### config.mk
export PLATFORM = sky130hd
export DESIGN_NAME = data_mem_loader_flat
export DESIGN_NICKNAME = d
export VERILOG_FILES = /design/src/rtl/data_mem_loader_pkg.sv /design/src/rtl/data_mem_loader_if.sv /design/src/rtl/data_mem_loader_byte_assembler.sv /design/src/rtl/data_mem_loader.sv /design/src/flat_wrapper.sv
export SDC_FILE = /design/constraint.sdc
export NUM_CORES = 1
export LEC_CHECK = 0
export BUFFER_PORTS_ARGS = -buffer_cell sky130_fd_sc_hd__buf_2
export CAP_MARGIN = 20
export CORE_UTILIZATION = 40
export CTS_BUF_LIST = sky130_fd_sc_hd__clkbuf_16
export DETAILED_ROUTE_END_ITERATION = 8
export HOLD_SLACK_MARGIN = 0.15
export SYNTH_ARGS = -nofsm -noshare
export SYNTH_HDL_FRONTEND = slang
export SYNTH_HIERARCHICAL = 1
export SYNTH_SLANG_ARGS = --single-unit
### constraint.sdc
create_clock -name clk -period 3.2 [get_ports clk]
set_input_delay 0.32 -clock clk [delete_from_list [all_inputs] [get_ports clk]]
set_output_delay 0.32 -clock clk [all_outputs]
set_load 0.005 [all_outputs]
### src/rtl/data_mem_loader_pkg.sv
// ---------------------------------------------------------------------------
// data_mem_loader_pkg
// Shared definitions for the boot-time data-memory loader.
//   DATA_MEM_WIDTH / DATA_MEM_DEPTH : data-memory geometry
//   BYTES_PER_WORD                  : bytes assembled into one memory word
//   loader_state_t                  : loader FSM state encoding
// Optional feature macro used by the loader: DATA_MEM_LOADER_CHECKSUM_EN
// ---------------------------------------------------------------------------
package data_mem_loader_pkg;

  localparam int DATA_MEM_WIDTH = 4;
  localparam int DATA_MEM_DEPTH = 16;
  localparam int BYTES_PER_WORD = 4;

  typedef enum logic [2:0] {
    IDLE,
    LEN,
    DATA,
    SUM,
    DONE,
    ERR
  } loader_state_t;

endpackage

### src/rtl/data_mem_loader_if.sv
// ---------------------------------------------------------------------------
// data_mem_loader_if
// Bundles the loader's control, UART byte stream and memory write port.
//   start            : one-cycle load request
//   rx_data/rx_valid : received byte and its strobe
//   we/addr/din      : data-memory write port
//   busy/done/error  : load status for the boot controller
// Modports: master = boot environment side, slave = loader side.
// ---------------------------------------------------------------------------
interface data_mem_loader_if;
  import data_mem_loader_pkg::*;

  logic                      start;
  logic [7:0]                rx_data;
  logic                      rx_valid;
  logic                      we;
  logic [DATA_MEM_WIDTH-1:0] addr;
  logic [31:0]               din;
  logic                      busy;
  logic                      done;
  logic                      error;

  modport master (
    output start, rx_data, rx_valid,
    input  we, addr, din, busy, done, error
  );

  modport slave (
    input  start, rx_data, rx_valid,
    output we, addr, din, busy, done, error
  );

endinterface

### src/rtl/data_mem_loader_byte_assembler.sv
// ---------------------------------------------------------------------------
// byte_assembler
// Collects bytes MSB first into a 32-bit word.
//   clk, reset     : clock, synchronous active-high reset
//   clear_i        : restart the byte count (new load)
//   byte_valid_i   : byte strobe (already gated by the loader)
//   byte_i         : incoming byte
//   word_o         : assembled word, valid together with word_valid_o
//   word_valid_o   : one-cycle pulse in the cycle the 4th byte arrives
// ---------------------------------------------------------------------------
module byte_assembler
  import data_mem_loader_pkg::*;
(
  input  logic        clk,
  input  logic        reset,
  input  logic        clear_i,
  input  logic        byte_valid_i,
  input  logic [7:0]  byte_i,
  output logic [31:0] word_o,
  output logic        word_valid_o
);

  logic [23:0] shift_q, shift_d;
  logic [1:0]  cnt_q, cnt_d;

  // The 4th byte is spliced in combinationally so the loader can register
  // the write in the very cycle after that byte arrives; only the first
  // three bytes need storage.
  always_comb begin
    shift_d      = shift_q;
    cnt_d        = cnt_q;
    word_o       = {shift_q, byte_i};
    word_valid_o = 1'b0;
    if (clear_i) begin
      cnt_d = 2'd0;
    end else if (byte_valid_i) begin
      shift_d      = {shift_q[15:0], byte_i};
      cnt_d        = cnt_q + 2'd1;
      word_valid_o = (cnt_q == 2'(BYTES_PER_WORD - 1));
    end
  end

  always_ff @(posedge clk) begin
    if (reset) begin
      shift_q <= '0;
      cnt_q   <= '0;
    end else begin
      shift_q <= shift_d;
      cnt_q   <= cnt_d;
    end
  end

endmodule

### src/rtl/data_mem_loader.sv
// ---------------------------------------------------------------------------
// data_mem_loader
// Boot loader: receives "N, then N words" as a big-endian byte stream and
// writes the words to data memory from address 0 upward.
//   clk, reset : clock, synchronous active-high reset
//   bus        : data_mem_loader_if.slave (start, rx byte stream, memory
//                write port we/addr/din, status busy/done/error)
// Optional: DATA_MEM_LOADER_CHECKSUM_EN adds a 32-bit trailer holding the
// wraparound sum of the data words; a mismatch ends the load in ERR.
// ---------------------------------------------------------------------------
module data_mem_loader
  import data_mem_loader_pkg::*;
(
  input  logic            clk,
  input  logic            reset,
  data_mem_loader_if.slave bus
);

  // One extra bit so a count of DATA_MEM_DEPTH words is representable.
  localparam int CW = DATA_MEM_WIDTH + 1;

  loader_state_t             state_q, state_d;
  logic [CW-1:0]             wcnt_q, wcnt_d;
  logic [CW-1:0]             len_q, len_d;
  logic                      we_q, we_d;
  logic [DATA_MEM_WIDTH-1:0] addr_q, addr_d;
  logic [31:0]               din_q, din_d;
  logic                      busy_q, busy_d;
  logic                      done_q, done_d;
  logic                      error_q, error_d;
`ifdef DATA_MEM_LOADER_CHECKSUM_EN
  logic [31:0]               sum_q, sum_d;
`endif

  logic        startAccept;
  logic        byteAccept;
  logic [31:0] word;
  logic        wordValid;

  // Bytes only count while a load is in progress, and start only matters
  // once the previous load has ended.
  assign startAccept = bus.start && (state_q == IDLE || state_q == DONE || state_q == ERR);
  assign byteAccept  = bus.rx_valid && (state_q == LEN || state_q == DATA || state_q == SUM);

  byte_assembler u_asm (
    .clk          (clk),
    .reset        (reset),
    .clear_i      (startAccept),
    .byte_valid_i (byteAccept),
    .byte_i       (bus.rx_data),
    .word_o       (word),
    .word_valid_o (wordValid)
  );

  // Next-state and registered-output logic. The length test is a full
  // 32-bit compare so huge lengths cannot alias onto small ones.
  always_comb begin
    state_d = state_q;
    wcnt_d  = wcnt_q;
    len_d   = len_q;
    we_d    = 1'b0;
    addr_d  = addr_q;
    din_d   = din_q;
    busy_d  = busy_q;
    done_d  = done_q;
    error_d = error_q;
`ifdef DATA_MEM_LOADER_CHECKSUM_EN
    sum_d   = sum_q;
`endif
    case (state_q)
      IDLE, DONE, ERR: begin
        if (startAccept) begin
          state_d = LEN;
          wcnt_d  = '0;
          busy_d  = 1'b1;
          done_d  = 1'b0;
          error_d = 1'b0;
`ifdef DATA_MEM_LOADER_CHECKSUM_EN
          sum_d   = '0;
`endif
        end
      end
      LEN: begin
        if (wordValid) begin
          len_d = word[CW-1:0];
          if (word > 32'(DATA_MEM_DEPTH)) begin
            state_d = ERR;
            error_d = 1'b1;
            busy_d  = 1'b0;
          end else if (word == 32'd0) begin
`ifdef DATA_MEM_LOADER_CHECKSUM_EN
            state_d = SUM;
`else
            state_d = DONE;
            done_d  = 1'b1;
            busy_d  = 1'b0;
`endif
          end else begin
            state_d = DATA;
          end
        end
      end
      DATA: begin
        if (wordValid) begin
          we_d   = 1'b1;
          addr_d = wcnt_q[DATA_MEM_WIDTH-1:0];
          din_d  = word;
          wcnt_d = wcnt_q + CW'(1);
`ifdef DATA_MEM_LOADER_CHECKSUM_EN
          sum_d  = sum_q + word;
`endif
          if (wcnt_q == len_q - CW'(1)) begin
`ifdef DATA_MEM_LOADER_CHECKSUM_EN
            state_d = SUM;
`else
            state_d = DONE;
            done_d  = 1'b1;
            busy_d  = 1'b0;
`endif
          end
        end
      end
`ifdef DATA_MEM_LOADER_CHECKSUM_EN
      SUM: begin
        if (wordValid) begin
          busy_d = 1'b0;
          if (word == sum_q) begin
            state_d = DONE;
            done_d  = 1'b1;
          end else begin
            state_d = ERR;
            error_d = 1'b1;
          end
        end
      end
`endif
      default: begin
        state_d = IDLE;
      end
    endcase
  end

  always_ff @(posedge clk) begin
    if (reset) begin
      state_q <= IDLE;
      wcnt_q  <= '0;
      len_q   <= '0;
      we_q    <= 1'b0;
      addr_q  <= '0;
      din_q   <= '0;
      busy_q  <= 1'b0;
      done_q  <= 1'b0;
      error_q <= 1'b0;
`ifdef DATA_MEM_LOADER_CHECKSUM_EN
      sum_q   <= '0;
`endif
    end else begin
      state_q <= state_d;
      wcnt_q  <= wcnt_d;
      len_q   <= len_d;
      we_q    <= we_d;
      addr_q  <= addr_d;
      din_q   <= din_d;
      busy_q  <= busy_d;
      done_q  <= done_d;
      error_q <= error_d;
`ifdef DATA_MEM_LOADER_CHECKSUM_EN
      sum_q   <= sum_d;
`endif
    end
  end

  assign bus.we    = we_q;
  assign bus.addr  = addr_q;
  assign bus.din   = din_q;
  assign bus.busy  = busy_q;
  assign bus.done  = done_q;
  assign bus.error = error_q;

endmodule

### src/flat_wrapper.sv
// flat-port wrapper written by rule: the top's interface ports become plain ports
module data_mem_loader_flat import data_mem_loader_pkg::*;
  (clk, reset, bus_start, bus_rx_data, bus_rx_valid, bus_we, bus_addr, bus_din, bus_busy, bus_done, bus_error);
  data_mem_loader_if bus_i ();
  input  logic clk;
  input  logic reset;
  input wire logic [$bits(bus_i.start)-1:0] bus_start;
  input wire logic [$bits(bus_i.rx_data)-1:0] bus_rx_data;
  input wire logic [$bits(bus_i.rx_valid)-1:0] bus_rx_valid;
  output wire logic [$bits(bus_i.we)-1:0] bus_we;
  output wire logic [$bits(bus_i.addr)-1:0] bus_addr;
  output wire logic [$bits(bus_i.din)-1:0] bus_din;
  output wire logic [$bits(bus_i.busy)-1:0] bus_busy;
  output wire logic [$bits(bus_i.done)-1:0] bus_done;
  output wire logic [$bits(bus_i.error)-1:0] bus_error;
  assign bus_i.start = bus_start;
  assign bus_i.rx_data = bus_rx_data;
  assign bus_i.rx_valid = bus_rx_valid;
  assign bus_we = bus_i.we;
  assign bus_addr = bus_i.addr;
  assign bus_din = bus_i.din;
  assign bus_busy = bus_i.busy;
  assign bus_done = bus_i.done;
  assign bus_error = bus_i.error;
  data_mem_loader u_core (.clk(clk), .reset(reset), .bus(bus_i));
endmodule
=== Word level (Yosys, flattened, before mapping) ===
Cells that the tools add are included.

* Input bits: 12
* Register bits: 79

* Eq/ne operators: 15
* Order comparisons: 1
* Bitwise operators: 2
* $add $sub $neg: 3
* Multiplexer cells: 30
* Reduce and logical (&&, ||, !) cells: 22

{| class="wikitable"
|+ Operators by type and width
! kind !! number
|-
| greater-than comparator 32 x 5 -> 1 bit, second input constant || 1
|-
| logical NOT 32 bit || 1
|-
| two-way mux 3 bit || 6
|-
| two-way mux 1 bit || 17
|-
| != test 2 bit, second input constant || 6
|-
| two-way mux 5 bit || 2
|-
| case mux 5 bit (2 select lines) || 1
|-
| case mux 3 bit (3 select lines) || 1
|-
| AND reduction 4 bit || 2
|-
| AND reduction 7 bit || 1
|-
| equality test 3 x 2 -> 1 bit, second input constant || 2
|-
| equality test 3 bit, second input constant || 2
|-
| case mux 1 bit (3 select lines) || 2
|-
| AND reduction 2 bit || 3
|-
| AND reduction 6 bit || 1
|-
| adder 5 x 1 -> 5 bit, second input constant || 1
|-
| equality test 5 bit || 1
|-
| subtractor 5 x 1 -> 5 bit, second input constant || 1
|-
| logical OR 1 bit || 4
|-
| nonzero test 2 bit || 2
|-
| OR reduction 2 bit || 2
|-
| equality test 3 x 1 -> 1 bit, second input constant || 1
|-
| logical NOT 3 bit || 1
|-
| != test 3 bit, second input constant || 1
|-
| 9 further kinds || 11
|}

=== Longest topological paths before layout ===
* Word-level depth: 8
* Mapped depth: 14
* Mapped depth without buffers: 10

=== Modules after synthesis ===
The synthesis kept the hierarchy.

{| class="wikitable"
|+ By module, submodules not included
! module !! cells each !! area each (µm²) !! times used
|-
| data_mem_loader || 283 || 2,233.4 || 1
|-
| byte_assembler || 106 || 1,141.1 || 1
|}

=== Worst setup path after synthesis ===
OpenSTA, ideal clock, no wires.

* Kind: register to register
* Start point: register u_core.state_q[1]
* End point: register u_core.addr_q[0] (netlist: u_core/bus.addr[0])
* Setup time: 0.070 ns
* Arrival time: 2.326 ns
* Setup slack: 0.803 ns
* Cell stages (with the launch flop): 14
* Required time: 3.130 ns
* Clock period less this slack: 2.397 ns
* Path through: dfxtp_1 -> buf_2 -> nor2_1 -> nor3b_1 -> nor2b_4 -> buf_6 -> buf_6 -> and2_1 -> and3_1 -> clkbuf_1 -> buf_2 -> buf_2 -> nand2_1 -> a21oi_1

* Word-level cells in the longest chain between the ends: 7
* Elaborated cells on any way between the ends: 15
* Classes of those cells: 5 x eq/ne; 2 x mux; 8 x reduce/logical

{| class="wikitable"
|+ RTL lines
! item !! line !! RTL
|-
| start, declared || data_mem_loader.sv:22 || <nowiki>loader_state_t state_q, state_d;</nowiki>
|-
| start signal, assigned || data_mem_loader.sv:158 || <nowiki>state_q <= state_d;</nowiki>
|-
| equality test 3 x 1 -> 1 bit / equality test 3 x 2 -> 1 bit (equally long branches) || data_mem_loader.sv:43 || <nowiki>assign byteAccept = bus.rx_valid && (state_q == LEN || state_q == DATA || state_q == SUM);</nowiki>
|-
| logical OR 1 bit || data_mem_loader.sv:43 ||
|-
| logical OR 1 bit (*) || data_mem_loader.sv:43 ||
|-
| logical AND 1 bit (*) || data_mem_loader.sv:43 ||
|-
| via u_core.byteAccept || data_mem_loader.sv:36 || <nowiki>logic byteAccept;</nowiki>
|-
| two-way mux 1 bit (*) || data_mem_loader_byte_assembler.sv:36 || <nowiki>end else if (byte_valid_i) begin</nowiki>
|-
| two-way mux 1 bit (*) || data_mem_loader_byte_assembler.sv:34 || <nowiki>if (clear_i) begin</nowiki>
|-
| via u_core.wordValid || data_mem_loader.sv:38 || <nowiki>logic wordValid;</nowiki>
|-
| AND reduction 2 bit (no source line) (*) || - ||
|-
| end signal, assigned || data_mem_loader.sv:162 || <nowiki>addr_q <= addr_d;</nowiki>
|-
| end, declared || data_mem_loader.sv:26 || <nowiki>logic [DATA_MEM_WIDTH-1:0] addr_q, addr_d;</nowiki>
|}

The timed path passes the listed nets; every way through them passes the cells marked *.
A chain may end at the register's enable or synchronous reset.

=== Worst setup path after layout ===
* Start point: register u_core.state_q[1]
* End point: register u_core.din_q[25] (netlist: u_core/bus.din[25])

* Word-level cells in the longest chain between the ends: 7
* Elaborated cells on any way between the ends: 15
* Classes of those cells: 5 x eq/ne; 2 x mux; 8 x reduce/logical

{| class="wikitable"
|+ RTL lines
! item !! line !! RTL
|-
| equality test 3 x 1 -> 1 bit / equality test 3 x 2 -> 1 bit (equally long branches) || data_mem_loader.sv:43 ||
|-
| logical OR 1 bit || data_mem_loader.sv:43 ||
|-
| logical OR 1 bit (*) || data_mem_loader.sv:43 ||
|-
| logical AND 1 bit (*) || data_mem_loader.sv:43 ||
|-
| via u_core.byteAccept || data_mem_loader.sv:36 ||
|-
| two-way mux 1 bit (*) || data_mem_loader_byte_assembler.sv:36 ||
|-
| two-way mux 1 bit (*) || data_mem_loader_byte_assembler.sv:34 ||
|-
| via u_core.wordValid || data_mem_loader.sv:38 ||
|-
| AND reduction 2 bit (no source line) (*) || - ||
|-
| end signal, assigned || data_mem_loader.sv:163 || <nowiki>din_q <= din_d;</nowiki>
|-
| end, declared || data_mem_loader.sv:27 || <nowiki>logic [31:0] din_q, din_d;</nowiki>
|}

Marked as above.

==> results.json <==
{
  "vias_per_cell": 5.20,
  "ant_nets": 0,
  "initial_core_util_pct": 41.3,
  "drive_gt1_share_pct": 18.1,
  "synth_seq_cells": 79,
  "area.sequential_um2": 1580,
  "drt_iter0_drc": 175,
  "worstReg2RegEnd": "u_core/bus.din[25]$_SDFFE_PP0P_",
  "finalMaxSlewViolations": 0,
  "post-cts-setup-buffers": 0,
  "synth_edf_count": 0,
  "final_core_util_pct": 47.8,
  "port-buffer-count": 51,
  "crit_chain": "nor2_1 -> nor3b_1 -> buf_4 -> nor2b_4 -> and2_1 -> and3_1 -> buf_4 -> nand2_1 -> a21oi_1",
  "clock-sinks": 79,
  "syn-cell-area_um2": 3370,
  "crit_end": "u_core/bus.din[25]$_SDFFE_PP0P_",
  "syn_to_final_growth_pct": 15.7,
  "dp_hpwl_um": 5510,
  "route.detailed.drc": 0,
  "synth_top_area_share_pct": 46.9,
  "synth_most_common_cell": "nand2_1",
  "antenna_found_initial": 0,
  "synth_area_leaders": "dfxtp_1 47%, nand2_1 9.8%, a21oi_1 6.7%",
  "synth_compound_gate_area_share_pct": 12.7,
  "max_cap_viol_count": 0,
  "tightest_slew_ns": 0.650,
  "dr.pass1.iters": 4,
  "synthSimpleGateAreaFrac_pct": 25.3,
  "layout.cells.non_filler": 536,
  "placedCellCount": 520,
  "cpMostUsedCell": "buf_4",
  "power_leakage_uw": 0.00153,
  "cts_made_buffers": 9,
  "clock_latency_ns": 0.33,
  "worst_ep_required_time_ns": 3.45,
  "power_density_nw_per_um2": 612,
  "place_area_um2": 3640,
  "criticalPathCategory": "reg2reg",
  "grt_usage_pct": 19.1,
  "first_global_vias": 2610,
  "startpoint_type": "flip-flop",
  "cp.depth": 9,
  "synth_async_sr_flop_share_pct": 0,
  "avgSynthCellArea_um2": 8.67,
  "routed_wirelength_um": 7720,
  "ys_types": 47,
  "final_nets": 441,
  "vdd_drop_max_v": 0.000277,
  "synthAdderAreaFrac_pct": 1.11,
  "worstSetupStartpoint": "u_core/state_q[1]$_SDFFE_PP0P_",
  "coreArea_um2": 8180,
  "reg2reg_depth": 9,
  "grt_pass1_wl_um": 12800,
  "hold_path.class": "in2reg",
  "insertedDiodeCount": 0,
  "end_kind": "flip-flop",
  "overflow": 0,
  "period_share_pct": 80.2,
  "worstPathMaxFanout": 15,
  "dr_total_vias": 2788,
  "period_needed_ns": 2.57,
  "synthMuxAreaShare_pct": 5.34,
  "cts.clk_slew.worst_paths_ns": 0.06,
  "hp-start": "bus_rx_data[5]",
  "clock_skew_ns": 0.00489,
  "crit_buf_inv": 2,
  "num-fill-cells": 825,
  "cts_hold_buf": 0,
  "finalHoldViolCount": 0,
  "stdcell_area_um2": 3900,
  "setup_tns_ns": 0,
  "cpMaxStageDelayCell": "dfxtp_1",
  "reg2reg_from": "u_core/state_q[1]$_SDFFE_PP0P_",
  "yosysTopAreaCell": "dfxtp_1",
  "slew_headroom_pct": 56.5,
  "die_area_um2": 8810,
  "wl_per_cell_um": 14.4,
  "rsz0062_at_grt": "false",
  "status": "finished, final reports clean",
  "synthFlopType": "dfxtp_1",
  "max_freq_ghz": 0.390,
  "cpPeakStageDelay_ns": 0.55,
  "row_count": 33,
  "synth_top_family_by_area": "simple AND/OR/NAND/NOR gates",
  "cts_root_buffer": "clkbuf_16",
  "finalSetupViolations": 0,
  "cts-resized-gates": 0,
  "cts_buffer_depth": 2,
  "h-tree-depth": 3,
  "grt_max_degree": 42,
  "multi_input_comb_area_um2": 1600,
  "yosys-top-cells-count": "88 x nand2_1, 79 x dfxtp_1, 45 x a21oi_1",
  "arrival_ns": 2.82,
  "yosysWarnings": 6,
  "syn_inst": 389,
  "crit_family": "simple AND/OR/NAND/NOR gates",
  "die_h_um": 93.9,
  "fp.dieW_um": 93.9,
  "place_congestion": 0.839,
  "pin_count": 52,
  "synth_xor_area_share_pct": 2.86,
  "reg2reg_slack_ns": 0.63,
  "cts_tree": "yes",
  "synth_nets": 404,
  "yosysSeqAreaShare_pct": 46.9
}
-- flip-flops by register name, indices dropped and copies added (netlist names) --
| register | flops |
|---|---|
| u_core/bus.addr | 4 |
| u_core/bus.busy | 1 |
| u_core/bus.din | 32 |
| u_core/bus.done | 1 |
| u_core/bus.error | 1 |
| u_core/bus.we | 1 |
| u_core/len_q | 5 |
| u_core/state_q | 3 |
| u_core/u_asm/cnt_q | 2 |
| u_core/u_asm/shift_q | 24 |
| u_core/wcnt_q | 5 |
-- report_power, final --
| group | switching [uW] | total (uW) | internal (uW) |
|---|---|---|---|
| combinational | 231 | 392 | 161 |
| sequential | 52.3 | 1080 | 1030 |
| clock | 396 | 914 | 518 |
| total | 679 | 2390 | 1710 |
-- cells in the final DEF (no fill, tap or decap), types with 2 or more instances in the layout --
| cell | count |
|---|---|
| a21oi_1 | 45 |
| mux2i_1 | 18 |
| xor2_1 | 6 |
| dfxtp_1 | 79 |
| o31ai_1 | 3 |
| and2_1 | 2 |
| inv_2 | 2 |
| nand4_1 | 2 |
| o21ai_0 | 2 |
| buf_2 | 51 |
| and3_1 | 2 |
| o2111ai_1 | 2 |
| nand4bb_1 | 9 |
| or2_1 | 2 |
| nand3_1 | 2 |
| nand2_1 | 88 |
| xnor2_1 | 5 |
| nor2_1 | 10 |
| o21ai_1 | 9 |
| ha_1 | 3 |
| clkbuf_16 | 9 |
| buf_4 | 8 |
| inv_1 | 3 |
| nand2b_1 | 28 |
| nor4_1 | 7 |
| clkinv_1 | 2 |
| nor3_1 | 8 |
| clkinvlp_4 | 2 |
| nor3b_1 | 2 |
-- how the worst min path moves through the flow --
stage | end | slack, ns | cells after the start
final | u_core/bus.din[5]$_SDFFE_PP0P_ | 0.29 | 3
after global routing | u_core/bus.din[7]$_SDFFE_PP0P_ | 0.29 | 3
after CTS | u_core/bus.din[7]$_SDFFE_PP0P_ | 0.28 | 3
after detailed placement | u_core/bus.din[27]$_SDFFE_PP0P_ | 0.44 | 2
after global placement | u_core/bus.din[24]$_SDFFE_PP0P_ | 0.44 | 2
after floorplan | u_core/bus.din[10]$_SDFFE_PP0P_ | 0.44 | 2
-- metal layers --
layer	share of wire (%)	up-vias	global-route usage [%]
met5	0	-	0
met1	51	1334	26.6
met2	45	50	28.3
li1	-	1396	-
met4	1.3	0	9.36
met3	3.2	8	3.24
-- kinds of logic (layout without fill, tap and decap cells) --
| kind of cell | count (synthesis) | after routing |
|---|---|---|
| AO/OA/AOI/OAI | 73 | 73 |
| XOR/XNOR | 11 | 11 |
| adder cells (fa/ha/maj) | 3 | 3 |
| buffers and inverters | 37 | 79 |
| flip-flops | 79 | 79 |
| multiplexers | 18 | 18 |
| AND/OR/NAND/NOR | 168 | 168 |
-- area by class of cell --
type	instances	share of cell area (%)
clock buffer	9	5.77
clock inverter	7	1.03
inverter	4	0.385
multi-input combinational	273	40.9
sequential	79	40.5
tap	105	3.37
timing repair buffer	59	8.08
-- worst register-to-register path, cell delays in order (launching register included) --
cell and delay, ns:
dfxtp_1 0.55, nor2_1 0.09, nor3b_1 0.25, buf_4 0.24
nor2b_4 0.16, and2_1 0.21, and3_1 0.49, buf_4 0.29
nand2_1 0.08, a21oi_1 0.14
-- metrics by stage --
| stage | worst slack, ns | hold slack [ns] | power, uW |
|---|---|---|---|
| after floorplan | 0.803 | 0.445 | 1410 |
| after global placement | 0.749 | 0.442 | 1480 |
| after detailed placement | 0.699 | 0.443 | 1490 |
| after CTS | 0.650 | 0.282 | 2400 |
| after global routing | 0.361 | 0.285 | 2500 |
| final | 0.634 | 0.287 | 2390 |
No activity file was read; power rests on OpenSTA's default activity.
